<file path="config.mk">
export PLATFORM = sky130hd
export DESIGN_NAME = wb_bus_arbiter
export DESIGN_NICKNAME = d
export VERILOG_FILES = /design/src/rtl/wb_bus_arbiter.sv
export SDC_FILE = /design/constraint.sdc
export NUM_CORES = 1
export LEC_CHECK = 0
export ABC_CLOCK_PERIOD_IN_PS = 4200
export CAP_MARGIN = 10
export CORE_AREA = 2 2 132 134
export CTS_CLUSTER_DIAMETER = 40
export DETAILED_ROUTE_END_ITERATION = 10
export DIE_AREA = 0 0 134 136
export GPL_TIMING_DRIVEN = 1
export PLACE_DENSITY = 0.7
export SLEW_MARGIN = 10
export SYNTH_ARGS = -nofsm -noshare
export SYNTH_HDL_FRONTEND = slang
export SYNTH_SLANG_ARGS = --single-unit
</file>
<file path="constraint.sdc">
create_clock -name clk -period 4.2 [get_ports clk]
set_clock_uncertainty 0.15 [all_clocks]
set_input_delay 1.26 -clock clk [delete_from_list [all_inputs] [get_ports clk]]
set_output_delay 1.26 -clock clk [all_outputs]
set_load 0.05 [all_outputs]
</file>
<file path="src/rtl/wb_bus_arbiter.sv">
// wb_bus_arbiter: round-robin arbiter plus registered output stage for the
// shared writeback result bus. Picks one requester per cycle, drives the data
// mux select, and holds the winning beat under a valid/ready handshake.
// Optional per-requester grant counters are built when WB_ARB_STATS_EN is defined.
module wb_bus_arbiter #(
    parameter int unsigned NUM_REQ = 4,
    parameter int unsigned DATA_W  = 64,
    localparam int unsigned SEL_W  = $clog2(NUM_REQ)
) (
    input  logic                      clk,
    input  logic                      reset,
    input  logic [NUM_REQ-1:0]        req,
    input  logic [NUM_REQ*DATA_W-1:0] req_data,
    output logic [NUM_REQ-1:0]        gnt,
    output logic [SEL_W-1:0]          sel,
    output logic                      out_valid,
    input  logic                      out_ready,
    output logic [DATA_W-1:0]         out_data,
    output logic [SEL_W-1:0]          out_src
`ifdef WB_ARB_STATS_EN
    ,
    output logic [NUM_REQ*16-1:0]     grant_cnt
`endif
);

    localparam logic [SEL_W-1:0] LAST_IDX = SEL_W'(NUM_REQ - 1);

    logic [SEL_W-1:0]  ptr;
    logic [SEL_W-1:0]  win;
    logic [SEL_W-1:0]  ptr_nxt;
    logic              any_req;
    logic              slot_free;
    logic              capture;
    logic [DATA_W-1:0] win_data;

    // Rotating priority search: first requester at or after ptr, wrapping at NUM_REQ.
    always_comb begin
        int unsigned idx;
        idx     = 0;
        win     = ptr;
        any_req = 1'b0;
        for (int unsigned k = 0; k < NUM_REQ; k++) begin
            idx = 32'(ptr) + k;
            if (idx >= NUM_REQ) begin
                idx = idx - NUM_REQ;
            end
            if (!any_req && req[SEL_W'(idx)]) begin
                any_req = 1'b1;
                win     = SEL_W'(idx);
            end
        end
    end

    // Handshake qualification, one-hot grant and next pointer.
    always_comb begin
        slot_free = ~out_valid | out_ready;
        capture   = slot_free & any_req & ~reset;
        sel       = win;
        win_data  = req_data[32'(win)*DATA_W +: DATA_W];
        ptr_nxt   = (win == LAST_IDX) ? '0 : win + SEL_W'(1);
        for (int unsigned i = 0; i < NUM_REQ; i++) begin
            gnt[i] = capture && (win == SEL_W'(i));
        end
    end

    // Output register and round-robin pointer; hold on stall, drop valid on drain.
    always_ff @(posedge clk) begin
        if (reset) begin
            out_valid <= 1'b0;
            out_data  <= '0;
            out_src   <= '0;
            ptr       <= '0;
        end else if (capture) begin
            out_valid <= 1'b1;
            out_data  <= win_data;
            out_src   <= win;
            ptr       <= ptr_nxt;
        end else if (out_valid && out_ready) begin
            out_valid <= 1'b0;
        end
    end

`ifdef WB_ARB_STATS_EN
    // Saturating per-requester grant counters.
    always_ff @(posedge clk) begin
        if (reset) begin
            grant_cnt <= '0;
        end else begin
            for (int unsigned i = 0; i < NUM_REQ; i++) begin
                if (gnt[i] && (grant_cnt[i*16 +: 16] != 16'hFFFF)) begin
                    grant_cnt[i*16 +: 16] <= grant_cnt[i*16 +: 16] + 16'd1;
                end
            end
        end
    end
`endif

endmodule

</file>
==> results by group <==
Run status
  • Result of the run: complete, no violations

Drt
  • Vias per cell: 5.15
  • DRC: 0
  • Count of vias placed by the detailed router: 5588
  • Per-cell routed wire length: roughly 19 um
  • Antenna Violating Nets Remaining: 0
  • Number of DRC violations after detailed-routing iteration 0: between 300 and 400
  • Total detailed-routing wirelength: between 20000 and 25000 um
  • Number of iterations in the first detailed-routing pass: 4

Cells and area
  • Filler cell count: 1565
  • Diodes inserted: 0
  • Ratio of cells with drive above 1 in the final layout: 0.126
  • Total Nets Final: between 1000 and 1500
  • Final Instance Area: 8900 um2
  • Growth of design area from synthesis to finish: 75.0%

Critical path
  • Bufs and invs on worst path: 3
  • Worst Setup Start Kind: primary input
  • Largest stage delay, worst path: around 0.42 ns
  • Critical path's top delay family: simple AND/OR/NAND/NOR gates
  • CP arrival: ~2.7 ns
  • Crit path capture type: output pin
  • Crit-path slowest cell: or3_4
  • Highest net fanout along the worst path: 6
  • Launching point of the worst reg2reg path: ptr[0]
  • Critical register-to-register path endpoint: out_data[38]
  • Count of cells along the worst register-to-register path: 6
  • Endpoint required time on the critical path: 2.79 ns
  • Crit Path Category: in2out
  • Cell chain of the critical path: dlygate4sd2_1, nor2b_1, o21a_2, or3_4, clkinv_2, nor2_2, buf_12
  • Reg-to-reg slack, setup: 1.59 ns

Placement
  • Instance area at placement: around 8700 um2
  • Placement Setup Slack: -0.144 ns
  • Sum of net half-perimeters after detailed placement: 14100 um
  • # port buffers: 335
  • Final weighted congestion of routability-driven global placement: 0.837

Hold path
  • Hold path cells: 2
  • Startpoint of the most critical hold path: out_src[0]
  • Hold Path Class: reg2reg
  • Hold worst-path end: out_src[0]

Synth
  • Synth cell types: 29
  • Most common cell in the netlist: dfxtp_1
  • Top area cells in the synthesized netlist: dfxtp_1 27%, mux2_4 17%, o221a_1 12%
  • Library cell occupying the most area in the post-synthesis netlist: dfxtp_1
  • Most frequently used flop master after synthesis: dfxtp_1
  • Number of synthesized flops with an enable pin: 0
  • Count of warnings emitted by yosys: 0
  • Mapped cell area: 5090 um2
  • Number of cells produced by synthesis: 556
  • Syn Nets: 819
  • Seq cells post-synth: 69
  • Share of the yosys chip area belonging to registers: 0.272
  • Fraction of synthesized cell area taken by the top area cell type: 0.272
  • Average footprint of a synthesized cell: 9.15 um2
  • Async set-reset flop share out of synthesis: 0
  • Most frequent cells after synthesis: 69 x dfxtp_1, 60 x nor2b_1

Pwr
  • VDD IR-drop max: 0.000243 V
  • Static power due to leakage: 3.50 nW
  • Total power of the final layout: 3.10 mW
  • Cell Pwr Density: 348 nW/um2

Floorplan
  • Die Wd: 134 um
  • Number of primary I/O pins: 336
  • Die H: 136 um
  • Core Area: 16900 um2
  • Die area: between 15000 and 20000 um2
  • Initial core utilization: 0.301
  • Number of core rows: 48

Clock network
  • Number of CTS-inserted buffers: 9
  • Clock Sink Count: 69
  • Clock tree from TritonCTS: done
  • Maximum root-to-sink buffer count: 2
  • Worst skew pair latency: 0.33 ns
  • Buffers inserted during post-CTS setup optimization: 0
  • Clock root buffer: clkbuf_16
  • Deepest level of the CTS H-tree: 3
  • Worst-path clk slew: 0.05 ns

STA
  • FMAX: 246 MHz
  • Tcrit/Tclk final: 0.969
  • Total setup violations reported at the end of the flow: 0
  • Min Hold Slack: 0.322 ns
  • Shortest clock period the worst path allows after layout: between 4 and 5 ns
  • Slew at the pin with the worst max-slew slack: between 1 and 1.5 ns
  • Setup repair after global routing missed its margin: false
  • Tightest slew margin relative to the limit: 0.317
  • Pins over their slew limit: 0
  • Number of endpoints with negative hold slack in the final report: 0
  • Worst-case setup margin in the final layout: 0.129 ns

Global route
  • GRT Overall Usage: 0.217
  • Number of antenna violations at the first check in global routing: 2
  • Global-route congestion overflow total: 0
  • Number of global-route vias before repair: 5564
  • Global-route wire length before repair: 30900 um
  • Largest net degree at the start of global routing: 70

Run
  • Max-capacitance violation count: 0
-- layout make-up --
class	instances	area, um2	share of cell area
Clock buffer	11	233	0.0261
Clock inverter	3	15.0	0.00169
Inverter	58	219	0.0246
Multi-Input combinational cell	364	3230	0.363
Sequential cell	69	1380	0.155
Tap cell	225	282	0.0316
Timing Repair Buffer	355	3540	0.398
-- per-layer routing --
metal	track usage	share of wire	vias to the layer above
li1	-	-	2693
met4	0.0827	0.025	4
met1	0.267	0.40	2602
met5	0	0.0013	-
met3	0.0608	0.088	36
met2	0.361	0.48	253
-- worst register-to-register path, cell delays in order (launching register included) --
cell and delay (ns):
dfxtp_1 0.35, nand2b_1 0.21, a21oi_4 0.15, or3_4 0.19
buf_4 0.76, mux2_4 0.45, o221a_1 0.23
-- timing repair --
action                                  in CTS  in global routing
hold buffers                                 0                  0
endpoints found under the setup margin       5                  0
resized for setup                            6                  0
-- registers in the layout, summed over array words and instances (netlist names) --
name and cells:
out_data 64, out_valid 1, out_src 2, ptr 2
-- how the worst max path moves through the flow --
stage	slack [ns]	start	cells past startpoint	endpoint
CTS	0.12	req[2]	7	gnt[2]
global route	0.03	req[3]	6	gnt[1]
floorplan	-0.14	req[2]	8	gnt[0]
finish	0.13	req[2]	7	gnt[2]
global placement	-0.13	req[3]	7	gnt[0]
detailed placement	-0.14	req[3]	7	gnt[2]
-- kinds of logic (layout without fill, tap and decap cells) --
kind of cell | after synthesis | in the layout | synth area share
AO/OA/AOI/OAI | 209 | 209 | 0.347
AND/OR/NAND/NOR | 98 | 98 | 0.109
multiplexers | 56 | 56 | 0.165
flip-flops | 69 | 69 | 0.272
buffers and inverters | 123 | 427 | 0.106
XOR/XNOR | 1 | 1 | 0.00172
-- through the flow --
stage,setup TNS (ns),cells,util
final,0,1085,0.528
after global routing,0,1085,0.528
after CTS,0,1085,0.528
after detailed placement,-0.624,1071,0.513
after global placement,-0.576,1071,0.513
after floorplan,-0.327,556,-
-- placed cells by master (no fill, tap or decap), types with 2 or more instances in the layout --
cell	netlist	routed
o211ai_1	56	56
nor2_1	8	4
a21oi_1	11	9
o31ai_1	56	56
a211oi_1	10	9
or3_1	3	2
inv_1	56	56
nor2b_1	60	60
o221a_1	56	56
dfxtp_1	69	69
nand2b_1	2	2
clkbuf_16	0	9
nand2_1	18	18
a311oi_1	8	8
buf_4	2	21
mux2_4	56	56
clkinv_2	1	4
nor2_2	0	3
a21oi_4	0	2
clkdlybuf4s50_1	0	324
dlygate4sd2_1	0	4
o21ai_0	3	3
o31a_1	8	8
nand3_1	3	2
buf_12	0	5
clkbuf_1	48	2
-- power breakdown --
group / switching, mW / internal, mW
Clock: 0.286 / 0.390
Sequential: 0.0586 / 0.768
Combinational: 0.856 / 0.736
Total: 1.20 / 1.89
Note: power is estimated with default switching activity, not from simulation.
